<file path="src/rtl/mole_game_pkg.sv">
// Shared types and helpers for the whack-a-mole engine.
package mole_game_pkg;

  typedef enum logic [1:0] {IDLE, GAP, SHOW, OVER} state_t;

  localparam logic [7:0]  TAPS_W8  = 8'hB8;
  localparam logic [15:0] TAPS_W16 = 16'hB400;

  function automatic logic [31:0] sat_inc(input logic [31:0] v, input logic [31:0] max_v);
    return (v >= max_v) ? max_v : v + 32'd1;
  endfunction

  function automatic logic [31:0] sat_dec(input logic [31:0] v);
    return (v == '0) ? '0 : v - 32'd1;
  endfunction

endpackage

</file>
<file path="src/rtl/mole_lfsr.sv">
// Galois right-shift LFSR with synchronous seed reload.
module mole_lfsr
  import mole_game_pkg::*;
#(
  parameter int              LFSR_W    = 8,
  parameter logic [LFSR_W-1:0] LFSR_TAPS = TAPS_W8,
  parameter logic [LFSR_W-1:0] LFSR_SEED = 8'h01
) (
  input  logic              clock,
  input  logic              reset,
  input  logic              enable,
  input  logic              load,
  output logic [LFSR_W-1:0] value
);

  always_ff @(posedge clock or posedge reset) begin
    if (reset)
      value <= LFSR_SEED;
    else if (load)
      value <= LFSR_SEED;
    else if (enable)
      value <= (value >> 1) ^ (value[0] ? LFSR_TAPS : '0);
  end

endmodule

</file>
<file path="src/rtl/mole_game_engine.sv">
// N-mole whack-a-mole engine: LFSR mole pick, show timer, gap, score, lives.
module mole_game_engine
  import mole_game_pkg::*;
#(
  parameter int                NUM_MOLES  = 3,
  parameter int                SCORE_W    = 8,
  parameter int                TIMER_W    = 28,
  parameter int                GAP_CYCLES = 25000000,
  parameter int                MAX_MISSES = 3,
  parameter int                LFSR_W     = 8,
  parameter logic [LFSR_W-1:0] LFSR_TAPS  = TAPS_W8,
  parameter logic [LFSR_W-1:0] LFSR_SEED  = 8'h01
) (
  input  logic                 clock,
  input  logic                 reset,
  input  logic                 game,
  input  logic [NUM_MOLES-1:0] buttons,
  input  logic [TIMER_W-1:0]   speed,
  output logic [NUM_MOLES-1:0] moles,
  output logic [SCORE_W-1:0]   score,
  output logic [3:0]           misses,
  output logic                 hit_pulse,
  output logic                 miss_pulse,
  output logic                 game_over
);

  localparam int                 GAP_W      = (GAP_CYCLES > 1) ? $clog2(GAP_CYCLES) : 1;
  localparam logic [GAP_W-1:0]   GAP_RELOAD = GAP_W'(GAP_CYCLES - 1);
  localparam logic [SCORE_W-1:0] SCORE_MAX  = '1;

  state_t               state, next_state;
  logic [GAP_W-1:0]     gap_cnt, next_gap;
  logic [TIMER_W-1:0]   timer, next_timer;
  logic [NUM_MOLES-1:0] buttons_q, next_moles;
  logic [SCORE_W-1:0]   next_score;
  logic [3:0]           next_misses;
  logic                 next_hit, next_miss;
  logic                 game_q;
  logic                 game_rise;
  logic [NUM_MOLES-1:0] edges;
  logic                 wrong_press, lit_press;
  logic [LFSR_W-1:0]    lfsr;
  logic [31:0]          pick;

  assign game_rise   = game & ~game_q;
  assign edges       = buttons & ~buttons_q;
  assign wrong_press = |(edges & ~moles);
  assign lit_press   = |(edges & moles);
  assign pick        = 32'(lfsr) % 32'(NUM_MOLES);

  mole_lfsr #(
    .LFSR_W    (LFSR_W),
    .LFSR_TAPS (LFSR_TAPS),
    .LFSR_SEED (LFSR_SEED)
  ) u_lfsr (
    .clock  (clock),
    .reset  (reset),
    .enable (game),
    .load   (game_rise),
    .value  (lfsr)
  );

  always_comb begin
    next_state  = state;
    next_moles  = moles;
    next_score  = score;
    next_misses = misses;
    next_gap    = gap_cnt;
    next_timer  = timer;
    next_hit    = 1'b0;
    next_miss   = 1'b0;
    unique case (state)
      IDLE: begin
        next_moles = '0;
        if (game_rise) begin
          next_state  = GAP;
          next_score  = '0;
          next_misses = '0;
          next_gap    = GAP_RELOAD;
        end
      end
      GAP: begin
        next_moles = '0;
        if (!game)
          next_state = IDLE;
        else if (gap_cnt == '0) begin
          next_state = SHOW;
          next_moles = NUM_MOLES'(1) << pick;
          next_timer = (speed == '0) ? '0 : speed - TIMER_W'(1);
        end else
          next_gap = gap_cnt - GAP_W'(1);
      end
      SHOW: begin
        // Wrong press outranks a hit, which outranks a same-cycle timeout.
        if (!game) begin
          next_state = IDLE;
          next_moles = '0;
        end else if (wrong_press) begin
          next_score = SCORE_W'(sat_dec(32'(score)));
          next_miss  = 1'b1;
          if (timer != '0)
            next_timer = timer - TIMER_W'(1);
        end else if (lit_press) begin
          next_score = SCORE_W'(sat_inc(32'(score), 32'(SCORE_MAX)));
          next_hit   = 1'b1;
          next_moles = '0;
          next_gap   = GAP_RELOAD;
          next_state = GAP;
        end else if (timer == '0) begin
          next_miss   = 1'b1;
          next_misses = misses + 4'd1;
          next_moles  = '0;
          if (misses + 4'd1 == 4'(MAX_MISSES))
            next_state = OVER;
          else begin
            next_gap   = GAP_RELOAD;
            next_state = GAP;
          end
        end else
          next_timer = timer - TIMER_W'(1);
      end
      OVER: begin
        next_moles = '0;
        if (!game)
          next_state = IDLE;
      end
      default: next_state = IDLE;
    endcase
  end

  always_ff @(posedge clock or posedge reset) begin
    if (reset) begin
      state      <= IDLE;
      moles      <= '0;
      score      <= '0;
      misses     <= '0;
      hit_pulse  <= 1'b0;
      miss_pulse <= 1'b0;
      game_over  <= 1'b0;
      gap_cnt    <= '0;
      timer      <= '0;
      buttons_q  <= '0;
      game_q     <= 1'b0;
    end else begin
      state      <= next_state;
      moles      <= next_moles;
      score      <= next_score;
      misses     <= next_misses;
      hit_pulse  <= next_hit;
      miss_pulse <= next_miss;
      game_over  <= (next_state == OVER);
      gap_cnt    <= next_gap;
      timer      <= next_timer;
      buttons_q  <= buttons;
      game_q     <= game;
    end
  end

endmodule

</file>
<file path="config.mk">
export PLATFORM = sky130hd
export DESIGN_NAME = mole_game_engine
export DESIGN_NICKNAME = d
export VERILOG_FILES = /design/src/rtl/mole_game_pkg.sv /design/src/rtl/mole_lfsr.sv /design/src/rtl/mole_game_engine.sv
export SDC_FILE = /design/constraint.sdc
export NUM_CORES = 1
export LEC_CHECK = 0
export ABC_AREA = 1
export CELL_PAD_IN_SITES_DETAIL_PLACEMENT = 1
export CELL_PAD_IN_SITES_GLOBAL_PLACEMENT = 2
export CORE_AREA = 2 2 142 144
export DETAILED_ROUTE_END_ITERATION = 16
export DIE_AREA = 0 0 144 146
export GPL_TIMING_DRIVEN = 0
export PLACE_DENSITY = 0.87
export SLEW_MARGIN = 20
export SYNTH_ARGS = -nofsm -noshare
export SYNTH_HDL_FRONTEND = slang
export SYNTH_SLANG_ARGS = --single-unit
</file>
<file path="constraint.sdc">
create_clock -name clock -period 6.1 [get_ports clock]
set_clock_uncertainty 0.2 [all_clocks]
set_input_delay 0.915 -clock clock [delete_from_list [all_inputs] [get_ports clock]]
set_output_delay 0.915 -clock clock [all_outputs]
set_load 0.005 [all_outputs]
</file>
### Yosys cells after proc, flatten, opt, wreduce, memory -nomap -nowiden

Cells that the tools add are included.

| storage, ports and cells | value |
|---|---|
| latch bits | 0 |
| flip-flop bits (word level) | 85 |
| word-level logic and storage cells | 128 |
| RAM bits | 0 |
| memories | 0 |
| memory bits (read-only) | 0 |

| operators by class | value |
|---|---|
| $lt $le $gt $ge | 1 |
| div/mod/pow operators | 1 |
| shift-type cells | 1 |
| eq/ne operators | 21 |
| multiplexer cells | 60 |
| bitwise logic cells | 8 |
| $add $sub $neg | 6 |
| multipliers | 0 |
| reductions and logical operators | 18 |

Operator list:

| cell | number |
|---|---|
| $mux W28 | 8 |
| $mux W25 | 8 |
| $pmux W25 S3 | 1 |
| $mux W8 | 9 |
| $logic_not A28 Y1 | 2 |
| $pmux W28 S2 | 1 |
| $sub A28 B1 Y28 const B | 2 |
| $mod A8 B2 Y32 const B | 1 |
| $shl A1 B32 Y3 const A | 1 |
| $reduce_bool A28 Y1 | 1 |
| $logic_not A25 Y1 | 1 |
| $sub A25 B1 Y25 const B | 1 |
| $ne A3 B3 Y1 const B | 7 |
| $mux W4 | 5 |
| $mux W2 | 9 |
| $mux W3 | 6 |
| $ne A2 B2 Y1 const B | 8 |
| $pmux W8 S2 | 1 |
| $and A3 B3 Y3 | 3 |
| $mux W1 | 9 |
| $pmux W3 S3 | 1 |
| $add A8 B1 Y8 const B | 1 |
| $ge A8 B8 Y1 const B | 1 |
| $logic_not A8 Y1 | 1 |
| other kinds (22) | 28 |

### Logic depth before layout (Yosys ltp)

Gate-level depths: netlist of the first run.

| depth | value |
|---|---|
| depth after elaboration | 9 |
| depth in mapped cells | 39 |

### Hierarchy

Synthesis of the first run repeated with hierarchy kept, for this count alone.

| unflattened totals | value |
|---|---|
| cells, all modules | 934 |
| area, all modules | 6396.1 µm² |

Modules (own cells, without submodules):

| module | seq. area each (µm²) | instances | cells each | area an instance (µm²) |
|---|---|---|---|---|
| mole_game_engine | 1926.8 | 1 | 889 | 6038.3 |
| mole_lfsr | 201.4 | 1 | 45 | 357.8 |

### Worst setup path before layout of the first run

No wires, ideal clock.

| path | value |
|---|---|
| path kind | register -> register |
| from | register u_lfsr.value[6] |
| to | register moles[1] |
| library setup time | 0.116 ns |
| cell stages (with the launch flop) | 38 |
| slack | 1.914 ns |
| data arrival time | 3.870 ns |
| cell sequence | dfrtp_1 -> buf_6 -> clkbuf_1 -> ha_1 -> inv_1 -> nand2_1 -> nand2_2 -> nand2_1 -> nand3_1 -> nand2_1 -> inv_2 -> nand3_2 -> nand2_1 -> nand2_1 -> inv_1 -> nand4_1 -> nand2_1 -> inv_2 -> [2 not listed] -> nand2_1 -> inv_2 -> ha_1 -> inv_1 -> nand3_2 -> a21oi_4 -> nand3_4 -> nand2_1 -> and2_1 -> ha_1 -> inv_1 -> nand3_2 -> clkinv_1 -> nand3b_4 -> xor2_1 -> nor2_1 -> nand2_1 -> nand2_1 |

| between the ends | value |
|---|---|
| cells in the longest elaborated chain, start to end | 5 |

RTL lines:

| item | RTL line | source |
|---|---|---|
| from (decl) | mole_lfsr.sv:13 | `output logic [LFSR_W-1:0] value` |
| from (signal assigned) | mole_lfsr.sv:22 | `value <= (value >> 1) ^ (value[0] ? LFSR_TAPS : '0);` |
| $mod A8 B2 Y32 | mole_game_engine.sv:49 | `assign pick = 32'(lfsr) % 32'(NUM_MOLES);` |
| $shl A1 B32 Y3 | mole_game_engine.sv:88 | `next_moles = NUM_MOLES'(1) << pick;` |
| $mux W3 | mole_game_engine.sv:86 | `else if (gap_cnt == '0) begin` |
| $mux W3 | mole_game_engine.sv:84 | `if (!game)` |
| $pmux W3 S3 | mole_game_engine.sv:72 | `unique case (state)` |
| to (signal assigned) | mole_game_engine.sv:146 | `moles <= next_moles;` |
| to (decl) | mole_game_engine.sv:19 | `output logic [NUM_MOLES-1:0] moles,` |

No other way between the ends.
A chain may end at the register's enable or synchronous reset.

### Final worst setup path of the first run

Ends and elaborated chain as after synthesis.

==> results of run 1 <==
-- logic make-up (layout without fill, tap and decap cells) --
group	after synthesis	in the layout	share of synthesized area, %
XOR/XNOR	36	36	4.96
AND/OR/NAND/NOR	451	451	34.2
AO/OA/AOI/OAI	182	182	15.6
buffers and inverters	155	223	9.58
flip-flops	85	85	33.5
adder cells (fa/ha/maj)	11	11	2.16
-- cell type report --
| cell class | instances | share of cell area (%) |
|---|---|---|
| Inverter | 136 | 6.87 |
| Timing Repair Buffer | 52 | 7.15 |
| Sequential cell | 85 | 28.3 |
| Clock buffer | 11 | 3.09 |
| Multi-Input combinational cell | 680 | 48.1 |
| Tap cell | 265 | 4.41 |
| Clock inverter | 5 | 0.782 |
| Buffer | 19 | 1.30 |
-- flip-flops by register name, summed over array words and instances, names as in the netlist --
| signal | cells |
|---|---|
| misses | 4 |
| gap_cnt | 25 |
| buttons_q | 3 |
| u_lfsr.value | 8 |
| moles | 3 |
| timer | 28 |
| state | 2 |
| game_q | 1 |
| game_over | 1 |
| miss_pulse | 1 |
| score | 8 |
| hit_pulse | 1 |
-- power by group through the flow --
stage          clock network, mW  logic (mW)  registers, mW
2_1_floorplan                  0       0.589          0.658
3_3_place_gp                   0       0.739          0.670
3_5_place_dp                   0       0.757          0.671
4_1_cts                    0.576       0.760          0.661
5_1_grt                    0.600       0.864          0.670
6_report                   0.562       0.751          0.660
-- cell usage after synthesis (all sizes together) (3+ instances only) --
cell type and count:
a21oi 54, a31oi 12, buf 7, clkbuf 12
clkinv 3, dfrtp 84, ha 11, inv 133
nand2 170, nand3 64, nand3b 8, nand4 20
nor2 135, nor3 29, nor4 14, o21ai 86
o22ai 20, or2 6, xnor2 12, xor2 24
-- per-stage QoR --
| stage | hold WS [ns] | cells | setup WS, ns | cell area, µm² | power (mW) |
|---|---|---|---|---|---|
| after floorplan | 0.235 | 920 | 1.91 | 6360 | 1.25 |
| after global placement | 0.257 | 1236 | 1.15 | 7200 | 1.41 |
| after detailed placement | 0.261 | 1237 | 1.29 | 7230 | 1.43 |
| after CTS | 0.270 | 1253 | 1.34 | 7520 | 2.00 |
| after global routing | 0.290 | 1253 | 0.839 | 7520 | 2.13 |
| final | 0.274 | 1253 | 1.37 | 7520 | 1.97 |
-- worst register-to-register path: cells and delay by family (launching register included) --
kind | cells | cell delay (ns)
adders and majority gates | 3 | 0.60
and+or+nand+nor | 22 | 2.10
xor gates and xnor gates | 1 | 0.26
buffers and inverters | 10 | 0.86
DFF | 1 | 0.37
AOI/OAI and AO/OA | 1 | 0.22
-- per-layer routing --
metal / wire length, µm / vias to the layer above / track usage, %
met3: 415 / 10 / 1.81
met4: 251 / 0 / 5.88
met1: 8480 / 2931 / 23.9
met5: 0 / - / 0
li1: - / 3168 / -
met2: 8250 / 79 / 29.5
-- how the worst max path moves through the flow --
| stage | from | endpoint | slack [ns] | cells past startpoint |
|---|---|---|---|---|
| 3_3_place_gp | reset | u_lfsr.value[7] | 1.15 | 2 |
| 5_1_grt | u_lfsr.value[6] | moles[1] | 0.84 | 37 |
| 6_report | u_lfsr.value[6] | moles[1] | 1.37 | 37 |
| 2_1_floorplan | u_lfsr.value[6] | moles[1] | 1.91 | 37 |
| 4_1_cts | u_lfsr.value[6] | moles[1] | 1.34 | 37 |
| 3_5_place_dp | speed[0] | timer[16] | 1.29 | 21 |
==> summary.txt, run 1 <==
Die
  – Core ar.: a little under 0.02 mm²
  – Die Area: ~0.021 mm²
  – Die Wd: 144 µm
  – Initial core utilization: ~33%
  – IO Pins: 52
  – Die Ht: 146 µm
  – FP Rows: 51

Clock tree
  – Total CTS buffers: 9
  – CTS max path bufs: 2
  – Clock-pin slew on the worst setup and hold paths: around 0.07 ns
  – H-Tree Depth: 3
  – Clock Tree Root: clkbuf_16
  – Worst-skew pair later-pin latency: around 0.35 ns
  – CTS tree: done
  – Clock sink count: 85
  – # hold bufs at CTS: 0
  – # resized after CTS: 0
  – Setup Buffers After CTS: 0

Finish
  – Share of layout cells above drive strength 1: under 10%
  – Commonest non-fill, non-tap cell in the layout: nand2_1
  – Multi-input gate area: approximately 0.0036 mm²
  – # fillers: around 2500
  – Ant diodes: 0
  – Area delta synth->final: 18.3%
  – Layout Nets: a little over 1000
  – Final Util: between 30% and 40%
  – Sequential cell area: 0.00213 mm²
  – Commonest non-fill, non-tap cells in the layout: nand2_1 (156), nor2_1 (129), inv_1 (124)

Placement
  – Port bufs: a little over 50
  – Gpl congestion: 0.783
  – Dpl hpwl: 13400 µm

Synthesis
  – Synth warn: 0
  – Sequential share of the synthesized area: 33.5%
  – Synthesized flop and latch total: 85
  – Primary FF master, synth: dfrtp_1
  – Synth area leaders: dfrtp_1 (33%), nand2_1 (9.2%), nor2_1 (7.6%)
  – Synth area leader: dfrtp_1
  – Yosys cell types: 51
  – Syn avg cell area: 6.91 µm²
  – Post-synthesis instance total: 920
  – Mapped Nets: about 970
  – Async SR Flop Fraction: 100%
  – Number of synthesized flops with an enable pin: 0
  – Syn Std Cell Area: about 0.0064 mm²
  – Top cell type's share of synthesized area: between 30% and 40%

Worst setup path
  – Reg2reg setup slack: about 1.4 ns
  – Slowest CP cell: dfrtp_1
  – CP delay by family, top: simple AND/OR/NAND/NOR gates
  – CP Launch Type: flop
  – Worst r2r path cells: 37
  – Number of buffer and inverter stages on the critical path: 10
  – FF-to-FF Start: u_lfsr.value[6]
  – Critical path's largest stage delay: about 0.37 ns
  – Critical Path Most Common Cell: nand2_1
  – Reg2reg end: moles[1]
  – Setup CP Type: reg2reg
  – Critical Path RT: 6.14 ns
  – Crit end category: flop
  – Critical Path AT: 4.77 ns
  – Peak fanout along the critical path: 10

Global route
  – GR Overflow Total: 0
  – Pin count of the biggest net entering global routing: 75
  – Gr usage total: between 10% and 20%
  – Global-route wire length before repair: ~30000 µm
  – Vias in the first global route: 6175
  – Initial antenna violation count: 0

Timing
  – Slew Viols, Final: 0
  – Final min period: approximately 4.7 ns
  – Final Cycle Share: slightly below 80%
  – Max-Slew Margin vs Limit: between 40% and 50%
  – Worst-margin pin slew: 0.872 ns
  – RSZ-0062 raised after global routing: false
  – Setup total negative slack: 0 ns
  – Final number of hold-violating endpoints: 0
  – Fmax: approximately 0.21 GHz
  – Setup violators final: 0

Min path
  – Hold WC Path Type: reg2reg
  – Hold EP: gap_cnt[23]
  – WHS Path Cells: 1
  – Hold_sp: gap_cnt[23]

Route
  – First drt pass iteration count: 4
  – Routed vias: between 6000 and 7000
  – DRC: 0
  – Avg WL per Cell: around 14 µm
  – DRT iter0 DRCs: around 240
  – Post-route antenna net violation count: 0
  – Vias/cell: a little under 5
  – Drt total wl: 17400 µm

Power
  – Pleak: 3.36 nW
  – Flop pwr share: about 34%
  – Combinational share of power: between 30% and 40%
  – Clock share of power: 28.5%
  – Internal power: between 1 and 1.5 mW
  – Switching share of power: about 40%
  – PD cells: about 260 mW/mm²
  – Max VDD drop: 0.000141 V
  – Net switching power: around 0.8 mW

Run status
  – Status: finished clean

Flow run
  – Max Cap Viol: 0
No activity file was read; power rests on OpenSTA's default activity.
==> inputs of run 2 (changes only) <==
- clock period: 6.1 -> 4.9 ns (I/O delays scaled with it)
==> summary.txt, run 2 (synthesized netlist as in run 1, its figures left out) <==
Timing
  – Slew Viols, Final: 0 (unchanged)
  – Final Cycle Share: 92.0% (+15 points)
  – Final min period: 4.51 ns (-0.219 ns)
  – Setup violators final: 0 (unchanged)
  – Final number of hold-violating endpoints: 0 (unchanged)
  – Fmax: 0.222 GHz (+4.9%)
  – Worst-margin pin slew: 0.923 ns (+0.0512 ns)
  – Max-Slew Margin vs Limit: 37.9% (-3.4 points)
  – Setup total negative slack: 0 ns (unchanged)

Clock tree
  – H-Tree Depth: 3 (unchanged)
  – CTS max path bufs: 2 (unchanged)
  – Clock-pin slew on the worst setup and hold paths: 0.07 ns (about the same)
  – Clock Tree Root: clkbuf_16
  – CTS tree: done
  – Worst-skew pair later-pin latency: 0.35 ns (about the same)
  – Clock sink count: 85 (unchanged)
  – Total CTS buffers: 9 (unchanged)

Placement
  – Placed Cells: 1237 (unchanged)
  – Gpl congestion: 0.783 (unchanged)
  – DP Area: 0.00723 mm² (unchanged)
  – Port bufs: 51 (unchanged)
  – Dpl hpwl: 13400 µm (unchanged)

Die
  – Die Area: 0.0210 mm² (unchanged)
  – Initial core utilization: 32.9% (unchanged)
  – FP Rows: 51 (unchanged)
  – Die Wd: 144 µm (unchanged)
  – Die Ht: 146 µm (unchanged)
  – Core ar.: 0.0193 mm² (unchanged)
  – IO Pins: 52 (unchanged)

Global route
  – GR Overflow Total: 0 (unchanged)
  – Vias in the first global route: 6175 (unchanged)
  – Global-route wire length before repair: 30100 µm (unchanged)
  – Pin count of the biggest net entering global routing: 75 (unchanged)
  – Gr usage total: 17.7% (unchanged)
  – Initial antenna violation count: 0 (unchanged)

Finish
  – # fillers: 2486 (+0.040%)
  – Commonest non-fill, non-tap cells in the layout: nand2_1 (151), nor2_1 (129), inv_1 (122)
  – Layout Nets: 1038 (+0.97%)
  – Largest Register: timer
  – Layout Cells excl Fill: 1263 (+0.80%)
  – Area delta synth->final: 20.1%
  – Final instance area: 0.00764 mm² (+1.5%)
  – Sequential cell area: 0.00213 mm² (unchanged)
  – Number of flip-flops in the largest register: 28 (unchanged)
  – Regs by FF count: timer x28, gap_cnt x25
  – Ant diodes: 0 (unchanged)
  – Commonest non-fill, non-tap cell in the layout: nand2_1
  – Multi-input gate area: 0.00365 mm² (+0.90%)
  – Share of layout cells above drive strength 1: 10.4% (+2.0 points)

Worst setup path
  – Setup CP Type: reg2reg
  – Peak fanout along the critical path: 9 (-1)
  – Crit end category: flop
  – Critical Path AT: 4.60 ns (-0.17 ns)
  – Critical path's largest stage delay: 0.37 ns (about the same)
  – Critical Path RT: 4.99 ns (-1.15 ns)
  – Slowest CP cell: dfrtp_1
  – CP Launch Type: flop

Run status
  – Status: finished clean

Route
  – Post-route antenna net violation count: 0 (unchanged)
  – Avg WL per Cell: 14.0 µm (+0.78%)
  – Vias/cell: 4.95 (+0.15%)
  – Drt total wl: 17700 µm (+1.6%)
  – Routed vias: 6247 (+0.95%)
  – DRT iter0 DRCs: 230 (-3.8%)
  – First drt pass iteration count: 4 (unchanged)
  – DRC: 0 (unchanged)

Power
  – PD cells: 338 mW/mm² (+29%)
  – Max VDD drop: 0.000179 V (+27%)
  – Pleak: 3.41 nW (+1.7%)
  – Overall power: 2.58 mW (+31%)

Flow run
  – Max Cap Viol: 0 (unchanged)

Min path
  – Hold WC Path Type: reg2reg
[run 2: area by class of cell]
| class | count | share of cell area [%] |
|---|---|---|
| flip-flops and latches | 85 | 27.9 |
| multi-input cells | 680 | 47.8 |
| clock buffers | 11 | 3.05 |
| well taps | 265 | 4.34 |
| plain buffers | 19 | 1.28 |
| repair buffers | 62 | 8.08 |
| inverters | 136 | 6.77 |
| clock inverters | 5 | 0.770 |
[run 2: final timing paths]
path	from	end	slack, ns	cells past startpoint
max reg2reg	u_lfsr.value[6]	moles[0]	0.39	38
max	u_lfsr.value[6]	moles[0]	0.39	38
min in group asynchronous	reset	game_over	0.46	2
min reg2reg	gap_cnt[23]	gap_cnt[23]	0.27	1
max in group asynchronous	reset	u_lfsr.value[0]	3.40	3
min	gap_cnt[23]	gap_cnt[23]	0.27	1
[run 2: routing by layer]
layer | up-vias | routed length, µm | share of wire, % | track usage (%)
met5 | - | 0 | 0 | 0
met4 | 0 | 254 | 1.4 | 5.88
met3 | 10 | 404 | 2.3 | 1.81
met2 | 86 | 8420 | 48 | 29.5
met1 | 2964 | 8590 | 49 | 23.9
li1 | 3187 | - | - | -
[run 2: repair_timing]
action,4_1_cts,5_1_grt
endpoints found under the setup margin,0,3
hold buffers,0,0
buffers inserted,0,10
gates resized for setup,0,13
[run 2: metrics by stage]
step / hold slack, ns / utilization (%) / setup WS [ns]
finish: 0.274 / 39.5 / 0.393
global route: 0.290 / 39.5 / -0.0353
global placement: 0.257 / 37.2 / 0.130
detailed placement: 0.261 / 37.4 / 0.186
floorplan: 0.235 / - / 0.714
CTS: 0.270 / 38.9 / 0.139
[run 2: power breakdown]
group | leakage (nW) | internal [mW] | switching (mW)
registers | 1.02 | 0.763 | 0.0599
clock network | 0.136 | 0.397 | 0.303
logic | 2.25 | 0.406 | 0.652
[run 2: worst max-delay path, delay by kind of cell (launching register included)]
kind            cells  cell delay [ns]
compound gates      1             0.06
fa+ha+maj           3             0.62
buf+inv            10             0.88
flops               1             0.37
simple gates       24             2.32
==> inputs of run 3 (changes only) <==
- SLEW_MARGIN: 20 -> unset
==> summary.txt, run 3 (synthesized netlist as in run 1, its figures left out) <==
Run status
  – Status: finished clean

Die
  – Initial core utilization: 32.9% (unchanged)
  – Die Area: 0.0210 mm² (unchanged)
  – Die Ht: 146 µm (unchanged)
  – FP Rows: 51 (unchanged)
  – Die Wd: 144 µm (unchanged)
  – IO Pins: 52 (unchanged)
  – Core ar.: 0.0193 mm² (unchanged)

Timing
  – Final number of hold-violating endpoints: 0 (unchanged)
  – Fmax: 0.219 GHz (-1.1%)
  – Hold WS: 0.272 ns (-0.00218 ns)
  – Max-Slew Margin vs Limit: 37.9% (+0.067 points)
  – Slew Viols, Final: 0 (unchanged)
  – Setup violators final: 0 (unchanged)
  – Final min period: 4.56 ns (+0.0491 ns)
  – Worst-margin pin slew: 0.922 ns (-0.00100 ns)
  – Setup total negative slack: 0 ns (unchanged)
  – Final Cycle Share: 93.0% (+1.0 points)
  – Worst Slack Setup Final: 0.344 ns (-0.0491 ns)

Worst setup path
  – Critical Path AT: 4.64 ns (+0.04 ns)
  – Number of buffer and inverter stages on the critical path: 10 (unchanged)
  – CP delay by family, top: simple AND/OR/NAND/NOR gates
  – Critical Path RT: 4.98 ns (about the same)
  – Slowest CP cell: dfrtp_1
  – Critical Path Most Common Cell: nand2_1
  – Peak fanout along the critical path: 9 (unchanged)
  – Crit end category: flop
  – Critical path's largest stage delay: 0.37 ns (about the same)
  – CP Launch Type: flop
  – Setup CP Type: reg2reg

Finish
  – Largest Register: timer
  – Regs by FF count: timer x28, gap_cnt x25
  – Number of flip-flops in the largest register: 28 (unchanged)
  – Share of layout cells above drive strength 1: 10.2% (-0.27 points)
  – Commonest non-fill, non-tap cell in the layout: nand2_1
  – Final instance area: 0.00762 mm² (-0.21%)
  – Final Util: 39.4% (-0.084 points)
  – Layout Nets: 1035 (-0.29%)
  – Layout Cells excl Fill: 1260 (-0.24%)
  – Ant diodes: 0 (unchanged)
  – # fillers: 2464 (-0.88%)
  – Area delta synth->final: 19.8%
  – Commonest non-fill, non-tap cells in the layout: nand2_1 (151), nor2_1 (129), inv_1 (123)

Power
  – Pleak: 3.40 nW (-0.52%)
  – Flop pwr share: 32.4% (+0.5 points)
  – Overall power: 2.54 mW (-1.6%)
  – Combinational share of power: 40.4% (-0.6 points)
  – Switching share of power: 39.3% (-0.077 points)
  – Clock share of power: 27.2% (about the same)
  – Max VDD drop: 0.000182 V (+1.6%)
  – Net switching power: 0.998 mW (-1.8%)
  – Internal power: 1.54 mW (-1.5%)
  – PD cells: 333 mW/mm² (-1.4%)

Placement
  – Gpl congestion: 0.783 (unchanged)
  – Dpl hpwl: 13400 µm (about the same)
  – Placed Cells: 1237 (unchanged)
  – Post-Place Worst Slack: 0.162 ns (-0.0240 ns)
  – Port bufs: 51 (unchanged)
  – DP Area: 0.00723 mm² (about the same)

Clock tree
  – # hold bufs at CTS: 0 (unchanged)
  – CTS max path bufs: 2 (unchanged)
  – Clock Tree Root: clkbuf_16
  – H-Tree Depth: 3 (unchanged)
  – Clock sink count: 85 (unchanged)
  – Total CTS buffers: 9 (unchanged)
  – CTS tree: done
  – Clock-pin slew on the worst setup and hold paths: 0.07 ns (about the same)
  – Worst-skew pair later-pin latency: 0.35 ns (about the same)

Min path
  – Hold WC Path Type: reg2reg

Route
  – Drt total wl: 17600 µm (-0.51%)
  – DRT iter0 DRCs: 217 (-5.7%)
  – Vias/cell: 4.91 (-0.77%)
  – First drt pass iteration count: 4 (unchanged)
  – DRC: 0 (unchanged)
  – Avg WL per Cell: 14.0 µm (-0.28%)
  – Post-route antenna net violation count: 0 (unchanged)
  – Routed vias: 6184 (-1.0%)

Global route
  – Global-route wire length before repair: 30000 µm (-0.46%)
  – Initial antenna violation count: 0 (unchanged)
  – GR Overflow Total: 0 (unchanged)
  – Vias in the first global route: 6087 (-1.4%)
  – Pin count of the biggest net entering global routing: 63 (-16%)
  – Gr usage total: 17.5% (-0.18 points)

Flow run
  – Max Cap Viol: 0 (unchanged)
run 3: cell count changes in the layout (fill, tap and decap cells not counted), sizes merged:
cell	change
buf	-3
clkinvlp	+1
inv	-1
run 3: layer usage:
| layer | vias to the layer above | share of wire, % | GRT usage [%] |
|---|---|---|---|
| met5 | - | 0 | 0 |
| met4 | 0 | 1.2 | 3.97 |
| met3 | 15 | 2.1 | 2.30 |
| met2 | 60 | 47 | 29.1 |
| met1 | 2919 | 50 | 24.2 |
| li1 | 3190 | - | - |
run 3: final cells by class:
class | instances | area, µm² | area share [%]
multi-input cells | 680 | 3660 | 48.0
plain buffers | 19 | 97.6 | 1.28
well taps | 265 | 332 | 4.35
clock inverters | 5 | 61.3 | 0.805
repair buffers | 59 | 591 | 7.75
inverters | 136 | 517 | 6.78
clock buffers | 11 | 233 | 3.05
flip-flops and latches | 85 | 2130 | 27.9
run 3: path summary, 6_finish.rpt:
kind | startpoint | endpoint | slack [ns] | depth (start not counted)
setup / recovery | u_lfsr.value[6] | moles[0] | 0.34 | 40
hold / removal | gap_cnt[23] | gap_cnt[23] | 0.27 | 1
setup reg to reg | u_lfsr.value[6] | moles[0] | 0.34 | 40
hold reg to reg | gap_cnt[23] | gap_cnt[23] | 0.27 | 1
max in group asynchronous | reset | u_lfsr.value[0] | 3.31 | 3
min in group asynchronous | reset | game_over | 0.52 | 2
run 3: what timing repair did:
| action | CTS | global route |
|---|---|---|
| endpoints found under the setup margin | 0 | 3 |
| resized for setup | 0 | 13 |
| buffers inserted | 0 | 7 |
run 3: power by group through the flow:
stage	registers, mW	clock network, mW	logic [mW]
final	0.823	0.692	1.03
after global routing	0.834	0.743	1.16
after CTS	0.823	0.717	0.946
after detailed placement	0.835	0	0.941
after global placement	0.834	0	0.920
after floorplan	0.819	0	0.733
